`config.mk`:
```
export PLATFORM = sky130hd
export DESIGN_NAME = z80_ld_extaddr_a_seq
export DESIGN_NICKNAME = d
export VERILOG_FILES = /design/src/rtl/z80_ld_extaddr_a_seq.sv
export SDC_FILE = /design/constraint.sdc
export NUM_CORES = 1
export LEC_CHECK = 0
export ABC_AREA = 1
export ABC_CLOCK_PERIOD_IN_PS = 1630
export BUFFER_PORTS_ARGS = -buffer_cell sky130_fd_sc_hd__buf_2
export CORE_ASPECT_RATIO = 1.1
export CORE_MARGIN = 3
export CORE_UTILIZATION = 45
export DETAILED_ROUTE_END_ITERATION = 6
export PLACE_DENSITY = 0.76
export SETUP_SLACK_MARGIN = 0.3
export SYNTH_ARGS = -nofsm -noshare
export SYNTH_HDL_FRONTEND = slang
export SYNTH_SLANG_ARGS = --single-unit
```
`constraint.sdc`:
```
create_clock -name clk -period 1.63 [get_ports clk]
set_clock_uncertainty 0.2 [all_clocks]
set_input_delay 0.0815 -clock clk [delete_from_list [all_inputs] [get_ports clk]]
set_output_delay 0.0815 -clock clk [all_outputs]
set_load 0.05 [all_outputs]
```
`src/rtl/z80_ld_extaddr_a_seq.sv`:
```
// Execution sequencer for LD (nn),A (opcode 0x32): fetches the little-endian
// operand, stores A at nn and retires with a z80fi trace record.
//
// state    | meaning
// IDLE     | waiting for start from the decoder
// FETCH_LO | read operand low byte at pc+1
// FETCH_HI | read operand high byte at pc+2
// WRITE    | store latched A at nn
// RETIRE   | one-cycle done / z80fi_valid pulse

module z80_ld_extaddr_a_seq (
  input  logic        clk,
  input  logic        reset,
  input  logic        start,
  input  logic [15:0] pc_in,
  input  logic [7:0]  reg_a,
  output logic        busy,
  output logic        bus_req,
  output logic        bus_wr,
  output logic [15:0] bus_addr,
  output logic [7:0]  bus_wdata,
  input  logic [7:0]  bus_rdata,
  input  logic        bus_ack,
  output logic [15:0] pc_out,
  output logic [15:0] memptr_out,
  output logic        done,
  output logic        z80fi_valid,
  output logic [31:0] z80fi_insn,
  output logic [3:0]  z80fi_insn_len,
  output logic [15:0] z80fi_pc_rdata,
  output logic [15:0] z80fi_pc_wdata,
  output logic        z80fi_mem_wr,
  output logic [15:0] z80fi_mem_waddr,
  output logic [7:0]  z80fi_mem_wdata,
  output logic        z80fi_mem_rd
);

  typedef enum logic [2:0] {
    IDLE,
    FETCH_LO,
    FETCH_HI,
    WRITE,
    RETIRE
  } state_t;

  state_t      state;
  state_t      state_nxt;
  logic [15:0] pc_q;
  logic [7:0]  a_q;
  logic [7:0]  nn_lo;
  logic [7:0]  nn_hi;
  logic [15:0] nn;
  logic [15:0] nn_inc;
  logic        bus_done;
  logic        req_nxt;
  logic        ld_start;
  logic        ld_lo;
  logic        ld_hi;
  logic        ld_retire;

  assign nn       = {nn_hi, nn_lo};
  assign nn_inc   = nn + 16'd1;
  // an ack with no request pending is not a completed bus cycle
  assign bus_done = bus_req && bus_ack;

  always_comb begin
    state_nxt = state;
    req_nxt   = 1'b0;
    ld_start  = 1'b0;
    ld_lo     = 1'b0;
    ld_hi     = 1'b0;
    ld_retire = 1'b0;
    busy      = 1'b1;
    bus_wr    = 1'b0;
    bus_addr  = 16'h0000;
    bus_wdata = 8'h00;
    done      = 1'b0;
    case (state)
      IDLE: begin
        busy = 1'b0;
        if (start) begin
          state_nxt = FETCH_LO;
          req_nxt   = 1'b1;
          ld_start  = 1'b1;
        end
      end
      FETCH_LO: begin
        bus_addr = pc_q + 16'd1;
        req_nxt  = !bus_done;
        if (bus_done) begin
          ld_lo     = 1'b1;
          state_nxt = FETCH_HI;
        end
      end
      FETCH_HI: begin
        bus_addr = pc_q + 16'd2;
        req_nxt  = !bus_done;
        if (bus_done) begin
          ld_hi     = 1'b1;
          state_nxt = WRITE;
        end
      end
      WRITE: begin
        bus_wr    = 1'b1;
        bus_addr  = nn;
        bus_wdata = a_q;
        req_nxt   = !bus_done;
        if (bus_done) begin
          ld_retire = 1'b1;
          state_nxt = RETIRE;
        end
      end
      RETIRE: begin
        done      = 1'b1;
        state_nxt = IDLE;
      end
      default: state_nxt = IDLE;
    endcase
  end

  always_ff @(posedge clk) begin
    if (reset) begin
      state           <= IDLE;
      bus_req         <= 1'b0;
      pc_q            <= 16'h0000;
      a_q             <= 8'h00;
      nn_lo           <= 8'h00;
      nn_hi           <= 8'h00;
      pc_out          <= 16'h0000;
      memptr_out      <= 16'h0000;
      z80fi_insn      <= 32'h0000_0000;
      z80fi_insn_len  <= 4'd0;
      z80fi_pc_rdata  <= 16'h0000;
      z80fi_mem_wr    <= 1'b0;
      z80fi_mem_waddr <= 16'h0000;
      z80fi_mem_wdata <= 8'h00;
    end else begin
      state   <= state_nxt;
      bus_req <= req_nxt;
      if (ld_start) begin
        pc_q <= pc_in;
        a_q  <= reg_a;
      end
      if (ld_lo) nn_lo <= bus_rdata;
      if (ld_hi) nn_hi <= bus_rdata;
      // trace payload is captured on the write ack and held until the next retirement
      if (ld_retire) begin
        pc_out          <= pc_q + 16'd3;
        memptr_out      <= {a_q, nn_inc[7:0]};
        z80fi_insn      <= {8'h00, nn_hi, nn_lo, 8'h32};
        z80fi_insn_len  <= 4'd3;
        z80fi_pc_rdata  <= pc_q;
        z80fi_mem_wr    <= 1'b1;
        z80fi_mem_waddr <= nn;
        z80fi_mem_wdata <= a_q;
      end
    end
  end

  assign z80fi_valid    = done;
  assign z80fi_pc_wdata = pc_out;
  assign z80fi_mem_rd   = 1'b0;

endmodule

```
; ---- Word-level counts from Yosys, hierarchy flattened
; Cells that the tools add are included.
[totals]
ff_bits = 137
latchBits = 0
ram_bits = 0
romBits = 0
input_bits = 36
out_inout_bits = 155
elab_cells = 48
memories = 0
[classes]
add_sub_neg = 4
mul = 0
div = 0
order_cmp = 0
eq_ne = 8
n_shift = 0
mux = 17
bitwise = 0
n_reduce_logical = 5
[op_table]
columns = operator, count
row1 = 16-bit case mux with 3 select lines, 1
row2 = "16-bit by 2-bit adder with 16-bit output, second input constant", 2
row3 = "16-bit by 1-bit adder with 16-bit output, second input constant", 1
row4 = 3-bit 2-to-1 mux, 4
row5 = 3-bit case mux with 4 select lines, 1
row6 = 1-bit 2-to-1 mux, 9
row7 = "8-bit by 1-bit adder with 8-bit output, second input constant", 1
row8 = 8-bit 2-to-1 mux, 1
row9 = "2-bit inequality test, second input constant", 4
row10 = "3-bit by 2-bit == test with 1-bit output, second input constant", 2
row11 = 4-bit AND reduction, 1
row12 = "3-bit by 1-bit == test with 1-bit output, second input constant", 1
row13 = "3-bit == test, second input constant", 1
row14 = 3-bit logical NOT, 1
row15 = 3-bit OR reduction, 1
row16 = 1-bit case mux with 2 select lines, 1
row17 = 1-bit logical AND, 1
row18 = 1-bit logical NOT, 1

; ---- Depth between registers and ports, before layout
[logic_depth]
depth_word = 3
ltp_mapped = 10
ltp_nobuf = 10

; ---- Least setup slack after synthesis
; Ideal clock, no wire load.
[synth_path]
path_type = register to output
start = register pc_q[2]
end = output bus_addr[9]
arrival_time_ps = 1850
required_time_ps = 1348
path_slack_ps = -502
path_stages_with_launch = 8
path_buffers = 0
path_cell_list = dfxtp_1 ha_1 nand3_1 inv_1 nand2_1 nand2_1 nand2_1 o22ai_1
[synth_between]
elab_chain_len = 2
elab_cells_between_ends = 3
classes_between = add/sub (2) / mux (1)
[synth_rtl]
columns = element, line_no
row1 = start: declaration, 48  ; logic [15:0] pc_q;
row2 = start signal: assignment, 141  ; pc_q <= pc_in;
row3 = 16-bit by 2-bit adder with 16-bit output / 16-bit by 1-bit adder with 16-bit output (equally long branches), "96, 88"
row4 = 16-bit case mux with 3 select lines *, 78  ; case (state)
row5 = end: declaration, 20  ; output logic [15:0] bus_addr,
; Every way passes the cells marked *; elsewhere a longest branch is shown, timed or not.

; ---- Worst setup path in the final report
[layout_path]
start = register pc_q[13]
end = output bus_addr[15]
; The elaborated chain is that of the path after synthesis.

==> flow_summary.ini <==
[critical_path]
crit_fanout = 3
path_class = reg2out
arrival_ns = 2.39
end_kind = output pin
worstRegToRegCells = 9
critPathLaunchType = flop
cp.required_ns = 1.35

[layout]
stdcell_count = 1227
area_delta_synth_final_pct = 99.3
layout_common_cells = buf_2 (103), buf_4 (89), dfxtp_1 (88)
layout_commonest_cell = buf_2
drive_above_1_share_pct = 62.5
design_area_sq_um = 10900
finish.utilization_pct = 93.5
nFillCells = 336
nNetsFinal = 1112

[clock_network]
cts_made_buffers = 9
clk_pin_slew_ns = 0.09
htreeDepth = 3
cts_max_path_buffers = 2
cts_hold_buf = 33
root_buffer = clkbuf_16
cts.sinks = 109
cts_tree = done
clock_latency_ns = 0.40

[grt]
grt_max_degree = 42
grt_first_pass_wirelength_um = 44200
grt_pass1_vias = 7437
overflow = 0
grt_usage_pct = 42.5
antenna_found_initial = 1

[drt]
vias = 8629
wl_per_cell_um = 32.7
drt-initial-drc-count = 2041
drc = 316
drt_wl_total_um = 40200
vias_per_cell = 7.03
first_pass_iters = 7
antenna_left = 0

[floorplanning]
die_h_um = 122
rows = 41
die_x_um = 111
start_util_pct = 46.9
die-area_sq_um = 13600
ioPinCount = 191
coreArea_sq_um = 11700

[sta]
slew-limit-headroom_pct = 48.3
slew_violations = 0
holdWs_ns = -0.0869
hold_viol = 1
post-route-worst-setup-slack_ns = -1.04
period_share_pct = 164
finalSetupViolations = 128
worst-slew-pin-transition_ns = 0.775
fmax_mhz = 374
grt_setup_unrepaired = yes
min_period_ns = 2.67

[place]
place_hpwl_um = 12200
place.gp.congestion = 0.950
placed_area_sq_um = 6990
dp.cells = 1093
portBuffers = 174

[power]
power_mw = 9.59
ir_drop_mv = 1.02
p_per_area_nw_per_um2 = 877
leakage_nw = 4.78

[yosys]
yosysWarnings = 0
synth-edff-count = 0
yosysSeqAreaShare_pct = 39.8
synth-async-reset-ratio_pct = 0
ys.flop_type = dfxtp_1
avgSynthCellArea_sq_um = 7.03
syn_inst = 781
synth.cell_area_sq_um = 5490
ys_types = 29
ys_seq_elements = 109

[outcome]
status = finished, violations left
violations = design-rule violations, negative hold slack, negative setup slack

[job]
drv_cap = 0

[hold_path]
hp-class = in2reg
hold_depth = 4
-- stage by stage --
stage / hold WS, ns / setup TNS, ns / setup WS [ns]
global placement: 0.125 / -0.931 / -0.127
CTS: -0.0945 / -8.58 / -0.362
detailed placement: 0.137 / -1.26 / -0.155
finish: -0.0869 / -30.33 / -1.04
global route: -0.0722 / -33.85 / -1.39
floorplan: 0.0164 / -0.705 / -0.227
-- metal layers --
layer | vias to the layer above | global-route usage (%) | part of all wire, %
met2 | 1138 | 67.5 | 41
met1 | 3882 | 47.0 | 31
met5 | - | 0 | 0.29
li1 | 3090 | - | -
met4 | 4 | 30.3 | 12
met3 | 515 | 15.9 | 15
-- power by group --
part           switching, mW  internal [mW]
sequential             0.256           2.85
combinational           2.48           1.53
clock                   1.38           1.10
-- path summary, 6_finish.rpt --
path                                     startpoint  slack, ns             endpoint
worst min-delay path                        bus_ack      -0.09              bus_req
worst min register to register  z80fi_mem_waddr[12]       0.31  z80fi_mem_waddr[12]
worst max register to register             pc_q[13]      -0.58           pc_out[15]
worst max-delay path                       pc_q[13]      -1.04         bus_addr[15]
-- repair_timing --
action	CTS	global route
hold endpoints to repair	43	1
setup endpoints to repair	141	175
resized for setup	334	322
cloned	24	4
pin swaps	66	72
setup buffers	32	24
-- final cells by class --
class | instances | area [sq um] | share of cell area (%)
tap | 150 | 188 | 1.72
timing repair buffer | 362 | 3690 | 33.7
clock buffer | 9 | 225 | 2.06
multi-input combinational | 526 | 4250 | 38.8
antenna | 1 | 2.50 | 0.0229
clock inverter | 7 | 72.6 | 0.663
inverter | 63 | 278 | 2.54
sequential | 109 | 2240 | 20.4
-- flip-flops by register name (all words and copies together) (netlist names) --
register,cells
memptr_out,16
pc_out,16
pc_q,16
z80fi_mem_waddr,16
z80fi_pc_rdata,16
a_q,8
nn_hi,8
nn_lo,8
state,3
bus_req,1
z80fi_insn,1
-- synthesized netlist by cell type, types with 8 or more instances --
cell,n,area share [%]
inv_1,60,4.1
nand3_1,70,6.4
xor2_1,8,1.3
buf_2,11,1.0
clkbuf_1,18,1.2
nand2_1,113,7.7
a21oi_1,60,5.5
buf_4,64,8.8
nor2_1,123,8.4
dfxtp_1,109,40
o21ai_0,87,7.9
a211oi_1,14,1.9
-- cells by family (layout without fill, tap and decap cells) --
| kind of cell | count (synthesis) | in the layout | synth area share (%) |
|---|---|---|---|
| buffers and inverters | 161 | 441 | 16.2 |
| AO/OA/AOI/OAI | 170 | 170 | 16.6 |
| XOR/XNOR | 9 | 9 | 1.44 |
| AND/OR/NAND/NOR | 326 | 326 | 24.8 |
| flip-flops | 109 | 109 | 39.8 |
| other | 1 | 17 | 0.0683 |
| adder cells (fa/ha/maj) | 5 | 5 | 1.14 |
-- critical path: stages (launching register included) --
cell     delay, ns
dfxtp_1       0.52
nand2_1       0.15
nor2_2        0.16
nand2_1       0.31
o21ai_1       0.40
nand3_2       0.17
nand3_4       0.11
buf_6         0.17
(Power assumes the default switching activity.)
